--- config.mk ---
export PLATFORM = sky130hd
export DESIGN_NAME = uart_tx_fifo
export DESIGN_NICKNAME = d
export VERILOG_FILES = /design/src/rtl/uart_tx_fifo.sv
export SDC_FILE = /design/constraint.sdc
export NUM_CORES = 1
export LEC_CHECK = 0
export CAP_MARGIN = 20
export CORE_MARGIN = 3
export CORE_UTILIZATION = 53
export CTS_CLUSTER_DIAMETER = 60
export CTS_CLUSTER_SIZE = 16
export DETAILED_ROUTE_END_ITERATION = 7
export GPL_ROUTABILITY_DRIVEN = 0
export GPL_TIMING_DRIVEN = 0
export PLACE_DENSITY = 0.74
export REMOVE_ABC_BUFFERS = 1
export SYNTH_ARGS = -nofsm -noshare
export SYNTH_HDL_FRONTEND = slang
export SYNTH_SLANG_ARGS = --single-unit
export TNS_END_PERCENT = 10
--- constraint.sdc ---
create_clock -name Clock -period 3.15 [get_ports Clock]
set_input_delay 0.63 -clock Clock [delete_from_list [all_inputs] [get_ports Clock]]
set_output_delay 0.63 -clock Clock [all_outputs]
set_load 0.1 [all_outputs]
--- src/rtl/uart_tx_fifo.sv ---
// UART transmitter with an internal baud divider, a small write FIFO and
// configurable data width, parity mode and stop-bit count. TxOut idles high.
module uart_tx_fifo #(
  parameter int CLK_DIV   = 1302,
  parameter int DATA_W    = 8,
  parameter int PARITY    = 0,
  parameter int STOP_BITS = 1,
  parameter int DEPTH     = 4
) (
  input  logic              Clock,
  input  logic              Reset,
  input  logic              WrEn,
  input  logic [DATA_W-1:0] WrData,
  output logic              Full,
  output logic              Empty,
  output logic              Overflow,
  output logic              Busy,
  output logic              TxOut
);
  localparam int AW = $clog2(DEPTH);
  localparam int CW = $clog2(CLK_DIV);
  localparam int IW = 4;
  localparam logic [CW-1:0] BAUD_LAST = CW'(CLK_DIV - 1);
  localparam logic [IW-1:0] DATA_LAST = IW'(DATA_W - 1);
  localparam logic [IW-1:0] STOP_LAST = IW'(STOP_BITS - 1);
  localparam logic [AW:0]   FULL_CNT  = (AW+1)'(DEPTH);

  typedef enum logic [2:0] {ST_IDLE, ST_START, ST_DATA, ST_PARITY, ST_STOP} state_t;

  logic [DATA_W-1:0] mem [DEPTH];
  logic [AW-1:0]     wr_ptr, rd_ptr;
  logic [AW:0]       count, count_n;
  logic              push, pop;

  // Full is the registered flag, so a write is dropped even if a pop lands in the same cycle.
  assign push    = WrEn && !Full;
  assign count_n = count + (AW+1)'(push) - (AW+1)'(pop);

  always_ff @(posedge Clock) begin
    if (push) mem[wr_ptr] <= WrData;
  end

  always_ff @(posedge Clock) begin
    if (Reset) begin
      wr_ptr   <= '0;
      rd_ptr   <= '0;
      count    <= '0;
      Full     <= 1'b0;
      Empty    <= 1'b1;
      Overflow <= 1'b0;
    end else begin
      if (push) wr_ptr <= wr_ptr + 1'b1;
      if (pop)  rd_ptr <= rd_ptr + 1'b1;
      count <= count_n;
      Full  <= (count_n == FULL_CNT);
      Empty <= (count_n == '0);
      if (WrEn && Full) Overflow <= 1'b1;
    end
  end

  state_t            state, state_n;
  logic [CW-1:0]     baud, baud_n;
  logic [IW-1:0]     idx, idx_n;
  logic [DATA_W-1:0] shift, shift_n;
  logic              par_bit, par_n, tx_n, bit_end;

  assign bit_end = (baud == BAUD_LAST);
  assign Busy    = (state != ST_IDLE);

  always_ff @(posedge Clock) begin
    if (Reset) begin
      state   <= ST_IDLE;
      baud    <= '0;
      idx     <= '0;
      shift   <= '0;
      par_bit <= 1'b0;
      TxOut   <= 1'b1;
    end else begin
      state   <= state_n;
      baud    <= baud_n;
      idx     <= idx_n;
      shift   <= shift_n;
      par_bit <= par_n;
      TxOut   <= tx_n;
    end
  end

  always_comb begin
    state_n = state;
    baud_n  = '0;
    idx_n   = idx;
    shift_n = shift;
    par_n   = par_bit;
    pop     = 1'b0;
    tx_n    = 1'b1;
    if (state != ST_IDLE && !bit_end) baud_n = baud + 1'b1;
    case (state)
      ST_IDLE:  pop = !Empty;
      ST_START: if (bit_end) begin
        state_n = ST_DATA;
        idx_n   = '0;
      end
      ST_DATA: if (bit_end) begin
        shift_n = shift >> 1;
        idx_n   = idx + 1'b1;
        if (idx == DATA_LAST) begin
          state_n = (PARITY != 0) ? ST_PARITY : ST_STOP;
          idx_n   = '0;
        end
      end
      ST_PARITY: if (bit_end) state_n = ST_STOP;
      ST_STOP: if (bit_end) begin
        idx_n = idx + 1'b1;
        if (idx == STOP_LAST) begin
          idx_n   = '0;
          pop     = !Empty;
          state_n = ST_IDLE;
        end
      end
      default: state_n = ST_IDLE;
    endcase
    // Popping from IDLE or the last stop bit goes straight into a start bit.
    if (pop) begin
      state_n = ST_START;
      shift_n = mem[rd_ptr];
      par_n   = (PARITY == 1) ? ~^mem[rd_ptr] : ^mem[rd_ptr];
    end
    // TxOut is registered, so drive the level of the state being entered.
    case (state_n)
      ST_START:  tx_n = 1'b0;
      ST_DATA:   tx_n = shift_n[0];
      ST_PARITY: tx_n = par_n;
      default:   tx_n = 1'b1;
    endcase
  end
endmodule
# == Word-level counts from Yosys, hierarchy flattened ==
# Memories as Yosys holds them, arrays and structs flattened. A register that Yosys moved wholly into a read port is not among the register bits.
# Index checks and enable logic that the tools add are counted.
# Widths: inputs -> output; s select.
# totals
input_bits,11
ramBits,32
register_bits,38
word_cells,77
mem_count,1
# memory_table
memory,depth,width,rd,rd_ports_with_merged_regs,wr,line_no,source
mem,4,8,1,1,1,30,logic [DATA_W-1:0] mem [DEPTH];
# op_classes
eq_ne,13
muxes,26
add_sub_neg,6
n_reduce_logical,17
bitwise,1
# op_table
operator,n
$mux 8,3
$mux 3,7
$mux 4,5
$pmux 3 s5,1
$eq 3x2->1 const B,4
$pmux 4 s3,1
$add 11x1->11 const B,1
$eq 11x11->1 const B,1
$reduce_xor 8->1,1
$eq 3x1->1 const B,2
$eq 3x3->1 const B,2
$logic_not 3->1,2
$ne 2x2->1 const B,3
$reduce_bool 3->1,2
$mux 1,5
$add 2x1->2 const B,2
$add 4x1->4 const B,1
$eq 4x3->1 const B,1
$logic_not 4->1,1
$mux 2,2
$reduce_and 4->1,1
$reduce_bool 2->1,2
$add 3x1->3,1
$logic_and 1x1->1,3
other kinds (7),9

# == Logic depth before layout (Yosys ltp) ==
# Gate-level depths: netlist of run 1.
# depth
depth_word,7
mapped_depth,15
ltp_nobuf,15

# == Worst setup path before layout of run 1 ==
# No wires, ideal clock.
# synth_path
path_type,reg-to-reg
start,reg idx[0]
end,reg Full
slack_ns,0.099
synth_period_minus_slack_ns,3.051
n_path_buf,0
path_stages_with_launch,16
arrival_ns,2.935
cell_sequence,dfxtp_1 > inv_1 > ha_1 > or3b_1 > o41ai_2 > nand2_1 > inv_2 > ha_1 > inv_1 > ha_1 > inv_1 > fa_1 > xor2_1 > xnor2_1 > nor2_1 > and3_1
# synth_via
elab_chain_len,6
# synth_lines
element,line_no,source
start: declaration,63,"logic [IW-1:0] idx, idx_n;"
start signal: assignment,81,idx <= idx_n;
$logic_not 4->1,114,if (idx == STOP_LAST) begin
$mux 1,114,
$mux 1,112,ST_STOP: if (bit_end) begin
$pmux 1 s2,97,case (state)
via pop,33,"logic push, pop;"
$sub 3x1->3,37,assign count_n = count + (AW+1)'(push) - (AW+1)'(pop);
$eq 3x3->1,55,Full <= (count_n == FULL_CNT);
end signal: assignment,55,
end: declaration,14,"output logic Full,"
# The timed path passes the listed nets, and every way through them passes these cells.
# A chain may end at the register's enable or synchronous reset.

# == Final worst setup path of run 1 ==
# layout_path
start,reg state[0]
end,out Busy
# layout_via
elab_chain_len,1
# layout_lines
element,line_no,source
start: declaration,61,"state_t state, state_n;"
start signal: assignment,79,state <= state_n;
$reduce_bool 3->1,68,assign Busy = (state != ST_IDLE);
end: declaration,17,"output logic Busy,"
# No other way between the ends.

==> results of run 1 <==
[power breakdown]
group / switching (mW) / internal, mW / leakage (nW)
clock: 0.338 / 0.439 / 0.106
sequential: 0.115 / 1.15 / 0.622
combinational: 0.585 / 0.429 / 0.527
[final timing paths]
path                  end  slack [ps]  depth (start not counted)
hold reg to reg   baud[0]         480                          1
setup / recovery     Busy         190                          2
hold / removal    baud[0]         480                          1
setup reg to reg     Full         200                         15
[what timing repair did]
action	in CTS	in global routing
resized for setup	4	5
setup buffers	3	2
setup endpoints to repair	4	2
pin swaps	3	3
hold buffers	0	0
[layer usage]
layer  GRT usage  part of all wire
met4      0.0758             0.016
met5           0                 0
met1       0.210              0.48
met3      0.0357             0.033
met2       0.241              0.47
[cell usage after synthesis, drive strengths merged (2+ instances only)]
library cell / number / area (um^2)
ha: 10 / 125
nor3: 4 / 20.0
nor2b: 6 / 37.5
nand2b: 4 / 25.0
nor4: 2 / 25.0
nand3b: 8 / 60.1
o21a: 2 / 15.0
xor2: 6 / 52.6
o21ai: 5 / 25.0
clkbuf: 8 / 30.0
edfxtp: 32 / 961
dfxtp: 40 / 801
a21oi: 12 / 60.1
a22oi: 6 / 45.0
nor2: 33 / 124
and3: 4 / 25.0
mux4: 8 / 180
or3: 2 / 12.5
nand2: 10 / 37.5
xnor2: 16 / 140
or3b: 2 / 17.5
nand3: 7 / 35.0
a211oi: 6 / 45.0
and2: 4 / 25.0
mux2i: 4 / 40.0
inv: 10 / 37.5
buf: 5 / 22.5
[flip-flops by register name, indices dropped and copies added (netlist names), 2 cells and up, named ones only]
signal and count:
mem 32, baud 11, shift 8, idx 4
count 3, state 3, rd_ptr 2, wr_ptr 2
[stage by stage]
step / setup WS (ps) / cells
CTS: 24.8 / 360
global placement: -516 / 341
floorplan: -56.0 / 254
detailed placement: -520 / 341
global route: 32.9 / 364
finish: 187 / 364
[cell families (layout without fill, tap and decap cells)]
logic type,after synthesis,in the layout,share of synthesized area
xor gates and xnor gates,22,22,0.0613
adders and majority gates,11,11,0.0461
and+or+nand+nor,91,91,0.155
AOI/OAI and AO/OA,36,36,0.0788
muxes,12,12,0.0700
buffers and inverters,23,48,0.0286
DFF,72,72,0.560
[layout make-up]
type / instances / area (um^2)
flip-flops and latches: 72 / 1770
fillers: 430 / 2000
clock inverters: 7 / 86.3
inverters: 10 / 40.0
repair buffers: 22 / 220
multi-input cells: 172 / 1310
well taps: 72 / 90.1
clock buffers: 9 / 124
==> results by group, run 1 <==
Worst setup path
  • Setup crit end kind: output port
  • Worst Setup Path Type: flip-flop to output port
  • Slowest CP cell: clkdlybuf4s50_1
  • Worst EP arrival: 2330 ps
  • Startpoint Class: flip-flop
  • Req. time, crit path: 2520 ps
  • Critical Path Source: state[0]
  • Worst r2r src: idx[0]
  • Worst-path maximum fanout: 15
  • CP max stage delay: 1130 ps
  • CP Cell Sequence: or3_1 -> clkdlybuf4s50_1
  • CP bufs+invs: 1
  • Delay-heaviest family, CP: buffers and inverters

Cells and area
  • Layout Utilization: 0.645
  • Layout area overhead: 15.7%
  • # diodes: 0
  • Fin area: 3640 um^2
  • Most frequent cells in the layout: dfxtp_1, nor2_1, edfxtp_1, xnor2_1, clkdlybuf4s50_1
  • Nets: 309
  • Commonest non-fill, non-tap cell in the layout: dfxtp_1
  • Layout cells sized above 1: 0.140

Placement
  • Post-DP HPWL: 3.35 mm
  • Quantity of I/O buffers inserted on ports: 15
  • DP Area: 3330 um^2

Clock network
  • CTS Buffer Depth: 2
  • H-tree depth: 3
  • Root buffer cell: clkbuf_8
  • Worst skew pair latency: 340 ps
  • Clock transition at path regs: 70 ps
  • CTS tree: done
  • Clk sink count: 72
  • Inserted Clock Buffers: 9

Route
  • DR vias: 1948
  • Drt initial violations: 72
  • Final Routed Wirelength: 5.12 mm
  • Routed WL per cell: 14.1 um
  • DRC viols: 0
  • First-pass DRT Iterations: 4
  • Antenna Violating Nets Remaining: 0
  • Via-to-Cell Ratio: 5.35

Timing
  • Tmin final: 2960 ps
  • Sum of negative setup slack: 0 ps
  • Slew Limit Fails: 0
  • Max Freq: 0.338 GHz
  • Clk_skew: 3.10 ps
  • Least-Margin Pin Slew: 970 ps
  • Slew margin rel.: 0.352
  • Endpoints failing hold: 0
  • Period utilization: 0.941
  • Final setup violation count: 0
  • Min Hold Slack: 479 ps
  • RSZ-0062 raised after global routing: false

Synth
  • Syn Inst Count: 267
  • Cell variety after synth: 41
  • Post-synthesis sequential area ratio: 0.560
  • Synth Register Bits: 72
  • Post-Synthesis Cell Area: 3150 um^2
  • Syn avg cell area: 11.8 um^2
  • Top_reg_cell synth: dfxtp_1
  • Asr flop ratio synth: 0
  • Number of flops mapped to enable cells by yosys: 32
  • YS warnings: 0

Floorplan
  • Core area: 5640 um^2
  • Initial cell density of the core: 0.558
  • Top Ports: 16
  • Die area: 6900 um^2
  • Die H: 83.0 um
  • Num rows: 27
  • Die X: 83.0 um

Power
  • Peak supply drop: 0.976 mV
  • Final Power: 3.06 mW
  • Leak: 1.25 nW
  • Pwr dens: 841 nW/um^2

GRT
  • Largest net degree at the start of global routing: 31
  • Vias in the first global route: 1885
  • GRT Overall Usage: 0.157
  • Global-route wire length before repair: 8.69 mm
  • Total gr overflow: 0
  • Initial antenna violation count: 0

Worst hold path
  • Hold/Removal Path Class: flip-flop to flip-flop
  • HP Start: baud[0]

Outcome
  • Status: completed

Run
  • Max cap viols: 0
No activity file was read; power rests on OpenSTA's default activity.
==> run 2, diff against run 1 <==
Settings changed: SKIP_CTS_REPAIR_TIMING set to 1.
==> results by group, run 2 (synthesis gave the netlist of run 1 again) <==
Cells and area
  • Max reg flops: 32 (unchanged)
  • Layout cells sized above 1: 0.147 (+0.00635)
  • Layout area overhead: 16.1%
  • Commonest non-fill, non-tap cell in the layout: dfxtp_1
  • Fin area: 3650 um^2 (+0.31%)
  • # diodes: 0 (unchanged)
  • Largest registers: mem x32, baud x11, shift x8
  • Nets: 310 (+0.32%)
  • Top reg by flops: mem
  • Layout Utilization: 0.647 (+0.00200)
  • Most frequent cells in the layout: dfxtp_1, nor2_1, edfxtp_1, xnor2_1, clkdlybuf4s50_1

Power
  • Peak supply drop: 0.972 mV (-0.46%)
  • Seq pwr share: 0.412 (-0.003)
  • P_sw: 1.04 mW (+0.40%)
  • Final Power: 3.08 mW (+0.70%)
  • Leak: 1.26 nW (+0.39%)
  • Sw Ratio: 0.338 (-0.00100)
  • Combinational Power Share: 0.336 (+0.005)
  • Pint: 2.04 mW (+0.85%)
  • Pwr dens: 844 nW/um^2 (+0.39%)
  • Clock group share of total power: 0.251 (-0.003)

Floorplan
  • Core area: 5640 um^2 (unchanged)
  • Initial cell density of the core: 0.558 (unchanged)
  • Die area: 6900 um^2 (unchanged)
  • Num rows: 27 (unchanged)
  • Top Ports: 16 (unchanged)
  • Die X: 83.0 um (unchanged)
  • Die H: 83.0 um (unchanged)

Worst setup path
  • FF-to-FF path depth: 15 (unchanged)
  • Worst-path maximum fanout: 15 (unchanged)
  • Critical Path Source: state[0]
  • CP Cell Sequence: or3_1 -> clkdlybuf4s50_1
  • Slowest CP cell: clkdlybuf4s50_1
  • CP max stage delay: 1130 ps (about the same)
  • Req. time, crit path: 2520 ps (about the same)
  • Worst EP arrival: 2340 ps (about the same)
  • Setup crit end kind: output port
  • Startpoint Class: flip-flop
  • Critical path depth in cells: 2 (unchanged)
  • Worst r2r src: idx[0]
  • CP bufs+invs: 1 (unchanged)
  • Worst Setup Path Type: flip-flop to output port
  • Delay-heaviest family, CP: buffers and inverters

Timing
  • Period utilization: 0.943 (+0.00283)
  • Clk_skew: 2.94 ps (-0.168 ps)
  • Least-Margin Pin Slew: 970 ps (unchanged)
  • Slew Limit Fails: 0 (unchanged)
  • Max Freq: 0.337 GHz (-0.30%)
  • Endpoints failing hold: 0 (unchanged)
  • Sum of negative setup slack: 0 ps (unchanged)
  • Tmin final: 2970 ps (+8.92 ps)
  • Slew margin rel.: 0.352 (unchanged)
  • Final setup violation count: 0 (unchanged)
  • Min Hold Slack: 448 ps (-30.9 ps)
  • RSZ-0062 raised after global routing: false

Clock network
  • CTS Buffer Depth: 2 (unchanged)
  • Clock transition at path regs: 70 ps (about the same)
  • Root buffer cell: clkbuf_8
  • Clk sink count: 72 (unchanged)
  • Worst skew pair latency: 340 ps (about the same)
  • CTS tree: done
  • H-tree depth: 3 (unchanged)
  • Inserted Clock Buffers: 9 (unchanged)

Route
  • Via-to-Cell Ratio: 5.38 (+0.44%)
  • DRC viols: 0 (unchanged)
  • Drt initial violations: 81 (+13%)
  • Antenna Violating Nets Remaining: 0 (unchanged)
  • Final Routed Wirelength: 5.15 mm (+0.68%)
  • DR vias: 1962 (+0.72%)
  • First-pass DRT Iterations: 4 (unchanged)
  • Routed WL per cell: 14.1 um (+0.41%)

Worst hold path
  • Min-Delay Path Depth: 1 (unchanged)
  • HP Start: baud[0]
  • Hold/Removal Path Class: flip-flop to flip-flop

GRT
  • Largest net degree at the start of global routing: 31 (unchanged)
  • Vias in the first global route: 1860 (-1.3%)
  • Initial antenna violation count: 0 (unchanged)
  • GRT Overall Usage: 0.156 (-0.00106)
  • Total gr overflow: 0 (unchanged)
  • Global-route wire length before repair: 8.63 mm (-0.72%)

Placement
  • Quantity of I/O buffers inserted on ports: 15 (unchanged)
  • Post-DP HPWL: 3.35 mm (unchanged)
  • DP Area: 3330 um^2 (unchanged)

Run
  • Max cap viols: 0 (unchanged)

Outcome
  • Status: completed
==> run 2: cell count changes in the layout (fill, tap and decap cells not counted) <==
cell      previous run  this run
buf_4                6         7
clkinv_4             0         1
dfxtp_1             38        37
dfxtp_2              1         2
inv_4                1         0
==> run 2: metal layers <==
layer / up-vias / routed length [um] / global-route usage
li1: 998 / - / -
met3: 8 / 141 / 0.0357
met4: 0 / 82 / 0.0758
met5: - / 0 / 0
met2: 23 / 2450 / 0.235
met1: 933 / 2480 / 0.212
==> run 2: stage by stage <==
step	worst slack (ps)	instances
2_1_floorplan	-56.0	254
4_1_cts	-566	357
3_5_place_dp	-520	341
5_1_grt	13.6	365
3_3_place_gp	-516	341
6_report	178	365
==> run 2: cell type report <==
type                    instances  area [um^2]
multi-input cells             172         1310
fillers                       430         1990
inverters                      10         42.5
clock buffers                   9          124
flip-flops and latches         72         1770
clock inverters                 7         86.3
repair buffers                 23          228
well taps                      72         90.1
==> run 2: final timing paths <==
path	to	slack, ps
worst min-delay path	baud[0]	450
worst max-delay path	Busy	180
worst max register to register	Full	200
worst min register to register	baud[0]	450
==> run 2: power by group through the flow <==
stage	clock [mW]	combinational, mW	sequential [mW]
6_report	0.775	1.04	1.27
5_1_grt	0.823	1.13	1.29
3_5_place_dp	0	0.963	1.29
3_3_place_gp	0	0.949	1.29
4_1_cts	0.789	0.970	1.27
2_1_floorplan	0	0.628	1.41
